$ cat config.mk
export PLATFORM = sky130hd
export DESIGN_NAME = digi_ota_array_flat
export DESIGN_NICKNAME = d
export VERILOG_FILES = /design/src/rtl/digi_ota_if.sv /design/src/rtl/digi_ota_array.sv /design/src/flat_wrapper.sv
export SDC_FILE = /design/constraint.sdc
export NUM_CORES = 1
export LEC_CHECK = 0
export ABC_AREA = 1
export BUFFER_PORTS_ARGS = -buffer_cell sky130_fd_sc_hd__clkbuf_2
export CORE_AREA = 3 3 67 69
export DETAILED_ROUTE_END_ITERATION = 8
export DIE_AREA = 0 0 70 72
export PLACE_DENSITY = 0.89
export SYNTH_ARGS = -nofsm -noshare
export SYNTH_HDL_FRONTEND = slang
export SYNTH_SLANG_ARGS = --single-unit
$ cat constraint.sdc
create_clock -name clk -period 3.3 [get_ports clk]
set_clock_uncertainty 0.1 [all_clocks]
set_input_delay 0.33 -clock clk [delete_from_list [all_inputs] [get_ports clk]]
set_output_delay 0.33 -clock clk [all_outputs]
set_load 0.05 [all_outputs]
$ cat src/rtl/digi_ota_if.sv
// Bus bundle for digi_ota_array: run/clear controls, differential inputs and
// per-channel drive, enable, integrator and saturation results.
interface digi_ota_if #(
  parameter int CH    = 2,
  parameter int CNT_W = 8
);
  logic                  en;
  logic                  clr;
  logic [CH-1:0]         vip;
  logic [CH-1:0]         vin;
  logic [CH-1:0]         out;
  logic [CH-1:0]         out_en;
  logic [CH*CNT_W-1:0]   integ;
  logic [CH-1:0]         sat;

  modport master (output en, clr, vip, vin, input out, out_en, integ, sat);
  modport slave  (input en, clr, vip, vin, output out, out_en, integ, sat);
endinterface

$ cat src/rtl/digi_ota_array.sv
// CH-channel clocked digital OTA: synchronise vip/vin, filter the decision,
// drive out/out_en and integrate into a saturating counter. Define DIGI_OTA_LEAK_EN for integrator leakage.
module digi_ota_array #(
  parameter int CH    = 2,
  parameter int CNT_W = 8,
  parameter int FILT  = 2
) (
  input logic       clk,
  input logic       rst_n,
  digi_ota_if.slave bus
);
  typedef enum logic [1:0] {DEC_HOLD = 2'd0, DEC_HIGH = 2'd1, DEC_LOW = 2'd2} dec_t;

  localparam int RC_W = (FILT > 1) ? $clog2(FILT) : 1;
  localparam logic signed [CNT_W-1:0] INT_MAX = {1'b0, {(CNT_W-1){1'b1}}};
  localparam logic signed [CNT_W-1:0] INT_MIN = {1'b1, {(CNT_W-1){1'b0}}};
  localparam logic signed [CNT_W-1:0] ONE     = 1;

  function automatic logic signed [CNT_W-1:0] integ_step(
    input logic signed [CNT_W-1:0] v,
    input dec_t                    d
  );
    logic signed [CNT_W-1:0] r;
    r = v;
    case (d)
      DEC_HIGH: if (v != INT_MAX) r = v + ONE;
      DEC_LOW:  if (v != INT_MIN) r = v - ONE;
      default: begin
`ifdef DIGI_OTA_LEAK_EN
        if (v > 0)      r = v - ONE;
        else if (v < 0) r = v + ONE;
`endif
      end
    endcase
    return r;
  endfunction

  logic [CH-1:0]       vip_s1, vip_s2, vin_s1, vin_s2;
  logic [CH-1:0]       out_v, oe_v, sat_v;
  logic [CH*CNT_W-1:0] integ_v;

  // Two-flop synchroniser keeps sampling regardless of en.
  always_ff @(posedge clk or negedge rst_n) begin
    if (!rst_n) begin
      vip_s1 <= '0;
      vip_s2 <= '0;
      vin_s1 <= '0;
      vin_s2 <= '0;
    end else begin
      // NOTE: non-blocking assignments make every flop sample pre-edge values, so
      // s2 really lags s1 by one cycle; blocking here would collapse the chain.
      vip_s1 <= bus.vip;
      vip_s2 <= vip_s1;
      vin_s1 <= bus.vin;
      vin_s2 <= vin_s1;
    end
  end

  for (genvar g = 0; g < CH; g++) begin : g_ch
    dec_t                    raw, acc, pend, acc_nxt, pend_nxt;
    logic [RC_W-1:0]         rc, rc_nxt;
    logic                    out_q, oe_q;
    logic signed [CNT_W-1:0] integ_q;

    always_comb begin
      if (vip_s2[g] == vin_s2[g]) raw = DEC_HOLD;
      else if (vip_s2[g])         raw = DEC_HIGH;
      else                        raw = DEC_LOW;
    end

    // A run of identical raw decisions differing from acc is accepted once it
    // reaches FILT cycles; returning to acc abandons the pending run.
    always_comb begin
      // NOTE: defaults first so every path assigns every output; otherwise a
      // missed branch infers a latch.
      acc_nxt  = acc;
      pend_nxt = pend;
      rc_nxt   = rc;
      if (raw == acc) begin
        pend_nxt = acc;
        rc_nxt   = '0;
      end else if (raw != pend) begin
        pend_nxt = raw;
        rc_nxt   = '0;
        if (FILT == 1) acc_nxt = raw;
      end else if (int'(rc) + 2 >= FILT) begin
        acc_nxt = raw;
        rc_nxt  = '0;
      end else begin
        rc_nxt = rc + 1'b1;
      end
    end

    always_ff @(posedge clk or negedge rst_n) begin
      if (!rst_n) begin
        acc     <= DEC_HOLD;
        pend    <= DEC_HOLD;
        rc      <= '0;
        out_q   <= 1'b0;
        oe_q    <= 1'b0;
        integ_q <= '0;
      end else begin
        if (bus.clr)     integ_q <= '0;
        else if (bus.en) integ_q <= integ_step(integ_q, acc);
        if (bus.en) begin
          acc  <= acc_nxt;
          pend <= pend_nxt;
          rc   <= rc_nxt;
          oe_q <= (acc_nxt != DEC_HOLD);
          if (acc_nxt == DEC_HIGH)     out_q <= 1'b1;
          else if (acc_nxt == DEC_LOW) out_q <= 1'b0;
        end
      end
    end

    assign out_v[g]                 = out_q;
    assign oe_v[g]                  = oe_q;
    assign integ_v[g*CNT_W +: CNT_W] = integ_q;
    assign sat_v[g]                 = (integ_q == INT_MAX) || (integ_q == INT_MIN);
  end

  assign bus.out    = out_v;
  assign bus.out_en = oe_v;
  assign bus.integ  = integ_v;
  assign bus.sat    = sat_v;
endmodule

$ cat src/flat_wrapper.sv
// flat-port wrapper written by rule: the top's interface ports become plain ports
module digi_ota_array_flat 
#(
  parameter int CH    = 2,
  parameter int CNT_W = 8,
  parameter int FILT  = 2
)
  (clk, rst_n, bus_en, bus_clr, bus_vip, bus_vin, bus_out, bus_out_en, bus_integ, bus_sat);
  digi_ota_if #(.CH(CH), .CNT_W(CNT_W)) bus_i ();
  input logic clk;
  input logic rst_n;
  input wire logic [$bits(bus_i.en)-1:0] bus_en;
  input wire logic [$bits(bus_i.clr)-1:0] bus_clr;
  input wire logic [$bits(bus_i.vip)-1:0] bus_vip;
  input wire logic [$bits(bus_i.vin)-1:0] bus_vin;
  output wire logic [$bits(bus_i.out)-1:0] bus_out;
  output wire logic [$bits(bus_i.out_en)-1:0] bus_out_en;
  output wire logic [$bits(bus_i.integ)-1:0] bus_integ;
  output wire logic [$bits(bus_i.sat)-1:0] bus_sat;
  assign bus_i.en = bus_en;
  assign bus_i.clr = bus_clr;
  assign bus_i.vip = bus_vip;
  assign bus_i.vin = bus_vin;
  assign bus_out = bus_i.out;
  assign bus_out_en = bus_i.out_en;
  assign bus_integ = bus_i.integ;
  assign bus_sat = bus_i.sat;
  digi_ota_array #(.CH(CH), .CNT_W(CNT_W), .FILT(FILT)) u_core (.clk(clk), .rst_n(rst_n), .bus(bus_i));
endmodule
# Yosys cells after proc, flatten, opt, wreduce, memory -nomap -nowiden
# Index checks and enable logic that the tools add are counted.
[word_totals] output_inout_bits=22 in_bits=8 register_bits=38 wordCells=103
[op_classes] reduce_logical=17 mux=34 addsub=8 n_lt_le_gt_ge=2 eq_ne=26
[ops] op="$ge A32 B3 Y1 const B" count=2
[ops] op="$mux W8" count=8
[ops] op="$eq A8 B8 Y1 const B" count=4
[ops] op="$ne A8 B8 Y1 const B" count=4
[ops] op="$pmux W8 S2" count=2
[ops] op="$mux W2" count=14
[ops] op="$add A8 B2 Y8 const B" count=2
[ops] op="$sub A8 B2 Y8 const B" count=2
[ops] op="$reduce_bool A2 Y1" count=7
[ops] op="$ne A3 B2 Y1 const B" count=4
[ops] op="$mux W1" count=10
[ops] op="$eq A2 B1 Y1 const B" count=4
[ops] op="$eq A2 B2 Y1 const B" count=4
[ops] op="$reduce_and A2 Y1" count=4
[ops] op="$reduce_and A4 Y1" count=2
[ops] op="$add A1 B2 Y3 const B" count=2
[ops] op="$reduce_bool A3 Y1" count=2
[ops] op="$eq A2 B2 Y1" count=2
[ops] op="$ne A2 B2 Y1" count=2
[ops] op="$add A1 B1 Y1 const B" count=2
[ops] op="$eq A1 B1 Y1" count=2
[ops] op="$logic_or A1 B1 Y1" count=2

# Depth between registers and ports, before layout
# Gate-level depths: netlist (run 1).
[depth] depth_word=8 depth_mapped=15 ltp_nobuf=15

# Least setup slack after synthesis (run 1)
# No wires, ideal clock.
[synth_path] path_type="reg2out" from="register u_core.g_ch[0].integ_q[3]" to="output port bus_sat[0]" setup_slack_ns=0.914 stages_incl_launch_ff=4 n_path_buf=0 arrival_time_ns=1.956 required_time_ns=2.870 cell_sequence="dfrtp_1 nor2_1 nand3_1 o21ai_0"
[synth_between] elab_chain_cells=2 word_cells_on_any_way=3 cone_classes="eq/ne (2); reduce/logical (1)"
[synth_rtl] item="start, declared" line_no="digi_ota_array.sv:63" source="logic signed [CNT_W-1:0] integ_q;"
[synth_rtl] item="start signal, assigned" line_no="digi_ota_array.sv:104" source="else if (bus.en) integ_q <= integ_step(integ_q, acc);"
[synth_rtl] item="$eq A8 B8 Y1" line_no="digi_ota_array.sv:119" source="assign sat_v[g] = (integ_q == INT_MAX) || (integ_q == INT_MIN);"
[synth_rtl] item="$logic_or A1 B1 Y1 (*)" line_no="digi_ota_array.sv:119"
[synth_rtl] item="end, declared" line_no="flat_wrapper.sv:19" source="output wire logic [$bits(bus_i.sat)-1:0] bus_sat;"
# Mark *: on every way between the ends. The rest lies on a longest branch, timed or not.

# Worst setup path in the final report (run 1)
[layout_path] from="register u_core.g_ch[1].integ_q[3]" to="output port bus_sat[1]"
[layout_between] elab_chain_cells=2 word_cells_on_any_way=3 cone_classes="eq/ne (2); reduce/logical (1)"
[layout_rtl] item="start, declared" line_no="digi_ota_array.sv:63"
[layout_rtl] item="start signal, assigned" line_no="digi_ota_array.sv:104"
[layout_rtl] item="$eq A8 B8 Y1" line_no="digi_ota_array.sv:119"
[layout_rtl] item="$logic_or A1 B1 Y1 (*)" line_no="digi_ota_array.sv:119"
# Marked as above.

==> metrics, run 1 <==
post-synth top area cell=dfrtp_1; Final min period=2.072 ns; CTS buffer count=5; FP Rows=23; number of post-CTS setup repair buffers=0; Routed WL=4595 um; final core utilization=0.6525; largest cells by area after synthesis=dfrtp_1, nand2_1, nand3_1; Root Buffer=clkbuf_8; top post-synthesis cells by count=nand2_1, inv_1, nand3_1; Overall Global Routing Usage=0.2049; via count=2090; register share of total power=0.359; Nets=369; largest net degree at the start of global routing=37; grt ovf=0; I/O pin cnt=30; Net Sw Frac=0.4631; power per cell area=651.5 mW/mm^2; Least-Margin Pin Slew=around 0.87 ns; Vias/cell=5.199; DRC=0; DRT iter0 DRCs=135; clock latency at the later pin of the worst-skew pair=0.29 ns; DR WL/cell=11.43 um; Post-synth EDFFs=0; max-slew violations=0; clock sinks=36; Final Hold Viols=0; Hold Path Class=input pin to asynchronous set/reset pin; Die X=70 um; first-pass iteration count of the detailed router=5; area grow syn2layout=11.28%; Worst Setup Path Type=register to output pin; Yosys top cell area share=0.3869; post-synth cell types=34; Static Leakage=1.459 nW; CP max FO=5; CP Launch Type=register; routability cong.=0.8990; Critical Path AT=1.64 ns; most frequent cell after synthesis=nand2_1; WHS=0.03676 ns; die height=72 um; Clock power frac=0.195; post-CTS sizing=0; CTS H-tree depth=2; Port Buffers=29; core area=0.003971 mm^2; Yosys warnings=0; NetSw=781.9 uW; Synth Register Bits=36; combinational fraction of design power=0.446; Cells after Synth=between 300 and 400; first-pass GRT wire length=8335 um; CTS Hold Buffers Added=0; peak supply drop=341.3 uV; Int Pwr=906.4 uW; syn_area_per_cell=approximately 7.3 um^2; fillers=360; antenna diode count=0; initial antenna violation count=0; Die Area=~0.005 mm^2; total negative slack=0 ns; CP endpoint kind=output pin; vias in the first global route=between 1500 and 2000; unrepaired setup endpoints after global routing=false; share of layout cells above drive strength 1=0.1563; CTS tree=yes; Net Count, Synth=339; total of max-cap violations=0; ys async rst share=1.000; top_reg_cell synth=dfrtp_1; Slew headroom=0.4213; Final HPWL DP=between 3000 and 4000 um; Setup Viol. Count Final=0; post-route clock period utilization=0.6278; antenna viol nets, final=0; Synth Cell Area=0.002328 mm^2; initial cell density of the core=0.5863; WP data required=2.87 ns; Seq/Total Area, Yosys=0.3869; Max Clk Rate=0.4827 GHz; clk buf depth=2; outcome=complete, no violations; Clock transition at path regs=0.08 ns
-- worst max-delay path: stages (launching register included) --
cell and delay, ns:
dfrtp_1 0.45, inv_1 0.11, nor3_1 0.30, a22o_1 0.21, clkbuf_2 0.27
-- metrics by stage --
stage	power (mW)	setup slack (ns)	area, um^2	cells
6_report	1.688	1.228	2591	402
3_3_place_gp	1.340	1.457	2497	394
3_5_place_dp	1.367	1.374	2497	394
2_1_floorplan	1.223	0.9139	2328	321
5_1_grt	1.822	1.128	2591	402
4_1_cts	1.706	1.248	2591	402
-- per-layer routing --
layer,vias up,share of wire,track usage
li1,1080,-,-
met1,940,0.43,0.2451
met2,62,0.49,0.3557
met3,8,0.060,0.04571
met4,0,0.018,0.09149
met5,-,0,0
-- area by class of cell --
type	instances	area (um^2)	share of cell area
multi-input cells	227	1194	0.4606
clock buffers	7	86.33	0.03332
clock inverters	1	7.507	0.002897
well taps	50	62.56	0.02414
repair buffers	29	145.1	0.05601
inverters	52	195.2	0.07533
flip-flops and latches	36	900.9	0.3477
-- final timing paths --
kind                                             endpoint  depth (start not counted)                       from  slack, ns
worst max-delay path                           bus_sat[1]                          4  u_core.g_ch[1].integ_q[3]       1.23
worst min-delay path            u_core.g_ch[1].integ_q[7]                          1                      rst_n       0.04
worst max register to register       u_core.g_ch[0].out_q                          9           u_core.vip_s2[0]       1.39
worst min register to register           u_core.vip_s2[0]                          0           u_core.vip_s1[0]       0.24
max in group asynchronous            u_core.g_ch[1].out_q                          1                      rst_n       2.51
min in group clk                         u_core.vip_s1[1]                          1                 bus_vip[1]       0.05
-- cell families (layout without fill, tap and decap cells) --
| group | after synthesis | count (layout) | share of synthesized area |
|---|---|---|---|
| AOI/OAI and AO/OA | 34 | 34 | 0.08436 |
| buffers and inverters | 58 | 89 | 0.1005 |
| muxes | 4 | 4 | 0.01720 |
| xor gates and xnor gates | 5 | 5 | 0.01881 |
| DFF | 36 | 36 | 0.3869 |
| and+or+nand+nor | 174 | 174 | 0.3385 |
| adders and majority gates | 10 | 10 | 0.05373 |
-- flip-flops by register name (all words and copies together) (netlist names) --
register             flops
u_core.g_ch.acc          4
u_core.vip_s1            2
u_core.vin_s2            2
u_core.g_ch.oe_q         2
u_core.vip_s2            2
u_core.g_ch.out_q        2
u_core.g_ch.integ_q     16
u_core.g_ch.pend         4
u_core.vin_s1            2
-- power by group through the flow --
| stage | registers, mW | logic [mW] | clock network (mW) |
|---|---|---|---|
| 5_1_grt | 0.618 | 0.842 | 0.361 |
| 3_5_place_dp | 0.613 | 0.753 | 0 |
| 6_report | 0.606 | 0.753 | 0.329 |
| 3_3_place_gp | 0.610 | 0.729 | 0 |
| 2_1_floorplan | 0.724 | 0.499 | 0 |
| 4_1_cts | 0.605 | 0.756 | 0.345 |
-- cells in the final DEF, fill, tap and decap left out, drive strengths merged --
cell,netlist,layout
a21oi,7,7
o21a,2,2
dfrtp,36,36
nand2,107,107
nor3,7,7
clkbuf,1,36
clkinvlp,0,1
mux2i,4,4
o21bai,3,3
nand2b,1,1
and2,1,1
xor2,2,2
a22o,1,1
xnor2,3,3
inv,52,52
or2,4,4
a31oi,2,2
nand3,38,38
nor2,12,12
nand4,1,1
o21ai,19,19
nand3b,3,3
ha,10,10
Power figures use the tool's default switching activity.
==> run 2, diff against run 1 <==
--- a/config.mk
+++ b/config.mk
@@ -5,12 +5,12 @@
 export SDC_FILE = /design/constraint.sdc
 export NUM_CORES = 1
 export LEC_CHECK = 0
-export ABC_AREA = 1
+export ABC_AREA = 0
 export BUFFER_PORTS_ARGS = -buffer_cell sky130_fd_sc_hd__clkbuf_2
 export CORE_AREA = 3 3 67 69
 export DETAILED_ROUTE_END_ITERATION = 8
 export DIE_AREA = 0 0 70 72
-export PLACE_DENSITY = 0.89
+export PLACE_DENSITY = 0.87
 export SYNTH_ARGS = -nofsm -noshare
 export SYNTH_HDL_FRONTEND = slang
 export SYNTH_SLANG_ARGS = --single-unit
==> constraint.sdc (replaced) <==
create_clock -name clk -period 2.05 [get_ports clk]
set_clock_uncertainty 0.1 [all_clocks]
set_input_delay 0.205 -clock clk [delete_from_list [all_inputs] [get_ports clk]]
set_output_delay 0.205 -clock clk [all_outputs]
set_load 0.05 [all_outputs]
==> run 2 against run 1 <==
Against the previous run: global-route usage increased by 0.54 points; critical path depth up 4; final area rose by 7.6%; hold slack better by 0.13 ns; via count fell by 3.2%; total power grew 56%; non-clock buffer count is 26 higher; largest power group unchanged; highest routed layer unchanged.
==> metrics, run 2 <==
DRT iter0 DRCs=143 (was 135); Largest Register=u_core.g_ch.integ_q (unchanged); max FFs per register=16 (unchanged); WP data required=2.14 ns (was 2.87 ns); Root Buffer=clkbuf_8 (unchanged); post-synth cell types=50 (was 34); core area=0.003971 mm^2 (unchanged); Tot Pwr=2.634 mW (was 1.688 mW); power per cell area=944.9 mW/mm^2 (was 651.5 mW/mm^2); largest cells by area after synthesis=dfrtp_1, ha_1, nor2_1 (was dfrtp_1, nand2_1, nand3_1); CTS tree=yes (unchanged); post-route clock period utilization=0.9951; area grow syn2layout=23.64% (was 11.28%); clock sinks=36 (unchanged); CP Launch Type=register (unchanged); top_reg_cell synth=dfrtp_1 (unchanged); I/O pin cnt=30 (unchanged); largest net degree at the start of global routing=37 (unchanged); peak supply drop=524.6 uV (was 341.3 uV); Seq/Total Area, Yosys=0.3996 (was 0.3869); Synth Cell Area=0.002255 mm^2 (was 0.002328 mm^2); clk buf depth=2 (unchanged); Hold Path Class=input pin to register (was input pin to asynchronous set/reset pin); Final HPWL DP=3490 um (was 3496 um); Critical Path AT=2.13 ns (was 1.64 ns); max-slew violations=0 (unchanged); first-pass GRT wire length=8604 um (was 8335 um); DR WL/cell=14.39 um (was 11.43 um); Yosys top cell area share=0.3996 (was 0.3869); grt ovf=0 (unchanged); Worst R2R Setup Slack=0.01 ns (was 1.39 ns); FP Rows=23 (unchanged); antenna diode count=0 (unchanged); Post-Layout Inst Area=0.002788 mm^2 (was 0.002591 mm^2); first-pass iteration count of the detailed router=4 (was 5); antenna viol nets, final=0 (unchanged); Slew headroom=0.6911 (was 0.4213); worst r2r path cells=8 (was 9); Worst R2R Start=u_core.g_ch[0].acc[1] (was u_core.vip_s2[0]); placed insts=331 (was 394); Static Leakage=1.274 nW (was 1.459 nW); share of layout cells above drive strength 1=0.3367 (was 0.1563); CTS H-tree depth=2 (unchanged); outcome=complete, no violations (unchanged); Final Non-Filler Cells=350 (was 402); Clock transition at path regs=0.07 ns (was 0.08 ns); Setup Viol. Count Final=0 (unchanged); Max Clk Rate=0.4902 GHz; Die X=70 um (unchanged); hold depth=3; top flop regs=u_core.g_ch.integ_q x16, u_core.g_ch.acc x4, u_core.g_ch.pend x4 (unchanged); Die Area=0.005040 mm^2 (unchanged); reg2reg end=u_core.g_ch[0].integ_q[5] (was u_core.g_ch[0].out_q); CTS buffer count=5 (unchanged); commonest cells after routing, fill and taps aside=clkbuf_2, nor2_1, nand2_1, dfrtp_1, buf_4 (was nand2_1, inv_1, nand3_1); Post-synth EDFFs=0 (unchanged); total negative slack=0 ns (unchanged); clock latency at the later pin of the worst-skew pair=0.29 ns (about the same); ys async rst share=1.000 (unchanged); Net Count, Synth=273 (was 339); Vias/cell=5.780 (was 5.199); Final Hold Viols=0 (unchanged); Final min period=about 2.0 ns; Routed WL=5037 um (was 4595 um); syn_area_per_cell=8.842 um^2 (was 7.254 um^2); Least-Margin Pin Slew=0.4633 ns (was 0.8681 ns); Worst Setup Path Type=register to register (was register to output pin); Port Buffers=29 (unchanged); die height=72 um (unchanged); routability cong.=0.8621 (was 0.8990); unrepaired setup endpoints after global routing=true (was false); CP max FO=6 (was 5); most common cell after layout, fill and taps aside=clkbuf_2 (was nand2_1); vias in the first global route=1938 (was 1962); Cells after Synth=255 (was 321); hold worst-path end=u_core.g_ch[1].oe_q; post-synth top area cell=dfrtp_1 (unchanged); WHS=0.1705 ns (was 0.03676 ns); most frequent cell after synthesis=dfrtp_1 (was nand2_1); Nets=317 (was 369); Yosys warnings=0 (unchanged); via count=2023 (was 2090); DRC=0 (unchanged); Overall Global Routing Usage=0.2103 (was 0.2049); initial cell density of the core=0.5677 (was 0.5863); top post-synthesis cells by count=dfrtp_1, nor2_1, nand2_1 (was nand2_1, inv_1, nand3_1); total of max-cap violations=0 (unchanged); Synth Register Bits=36 (unchanged); min-delay src=bus_en; initial antenna violation count=0 (unchanged); area post-placement=0.002547 mm^2 (was 0.002497 mm^2); CP endpoint kind=register (was output pin)
run 2: stage by stage:
| step | utilization | setup WS (ns) |
|---|---|---|
| final | 0.7020 | 0.01010 |
| after detailed placement | 0.6415 | -0.07248 |
| after CTS | 0.6846 | -0.02934 |
| after global placement | 0.6415 | 0.02690 |
| after global routing | 0.7020 | -0.1050 |
| after floorplan | - | -0.01118 |
run 2: worst max path at each step:
stage | start | endpoint | slack (ns)
floorplan | u_core.g_ch[0].integ_q[4] | u_core.g_ch[0].integ_q[7] | -0.01
finish | u_core.g_ch[0].acc[1] | u_core.g_ch[0].integ_q[5] | 0.01
global placement | u_core.g_ch[0].acc[1] | u_core.g_ch[0].integ_q[7] | 0.03
CTS | u_core.g_ch[0].acc[1] | u_core.g_ch[0].integ_q[5] | -0.03
detailed placement | u_core.g_ch[0].acc[1] | u_core.g_ch[0].integ_q[5] | -0.07
global route | u_core.g_ch[0].acc[1] | u_core.g_ch[0].integ_q[7] | -0.10
run 2: critical path: stages, from the launching register on:
cell	delay, ns
dfrtp_1	0.41
nand2b_4	0.13
clkinv_8	0.08
ha_4	0.16
or4_4	0.53
o21ai_2	0.08
a22oi_2	0.10
xnor2_1	0.15
a211oi_1	0.20
run 2: area by class of cell:
class                      count  area [um^2]
clock buffer                   7        86.33
clock inverter                 1        7.507
fill                         309         1184
inverter                      12        57.56
multi-input combinational    189         1292
sequential                    36        915.9
tap                           50        62.56
timing repair buffer          55        365.4
run 2: power breakdown:
part	total [mW]	internal [mW]	switching [mW]
logic	1.15	0.445	0.701
clock network	0.530	0.273	0.257
registers	0.958	0.817	0.142
total	2.63	1.54	1.10
run 2: kinds of logic after synthesis:
| kind of cell | count (synthesis) | share of synthesized area |
|---|---|---|
| AOI/OAI and AO/OA | 58 | 0.1543 |
| xor gates and xnor gates | 10 | 0.03884 |
| adders and majority gates | 10 | 0.05549 |
| buffers and inverters | 30 | 0.07269 |
| DFF | 36 | 0.3996 |
| muxes | 10 | 0.04884 |
| and+or+nand+nor | 101 | 0.2303 |
run 2: routing by layer:
| layer | vias to the layer above | global-route usage | part of all wire | wire length (um) |
|---|---|---|---|---|
| li1 | 981 | - | - | - |
| met1 | 983 | 0.2396 | 0.43 | 2154 |
| met2 | 51 | 0.3788 | 0.52 | 2623 |
| met3 | 8 | 0.04571 | 0.037 | 184 |
| met4 | 0 | 0.09574 | 0.015 | 74 |
| met5 | - | 0 | 0 | 0 |
run 2: repair_timing:
item                                    4_1_cts  5_1_grt
endpoints found under the setup margin        3       13
pin swaps                                     3        2
buffers inserted                              3        3
hold buffers                                  5        0
resized for setup                             2       12
endpoints found under the hold margin        40        0
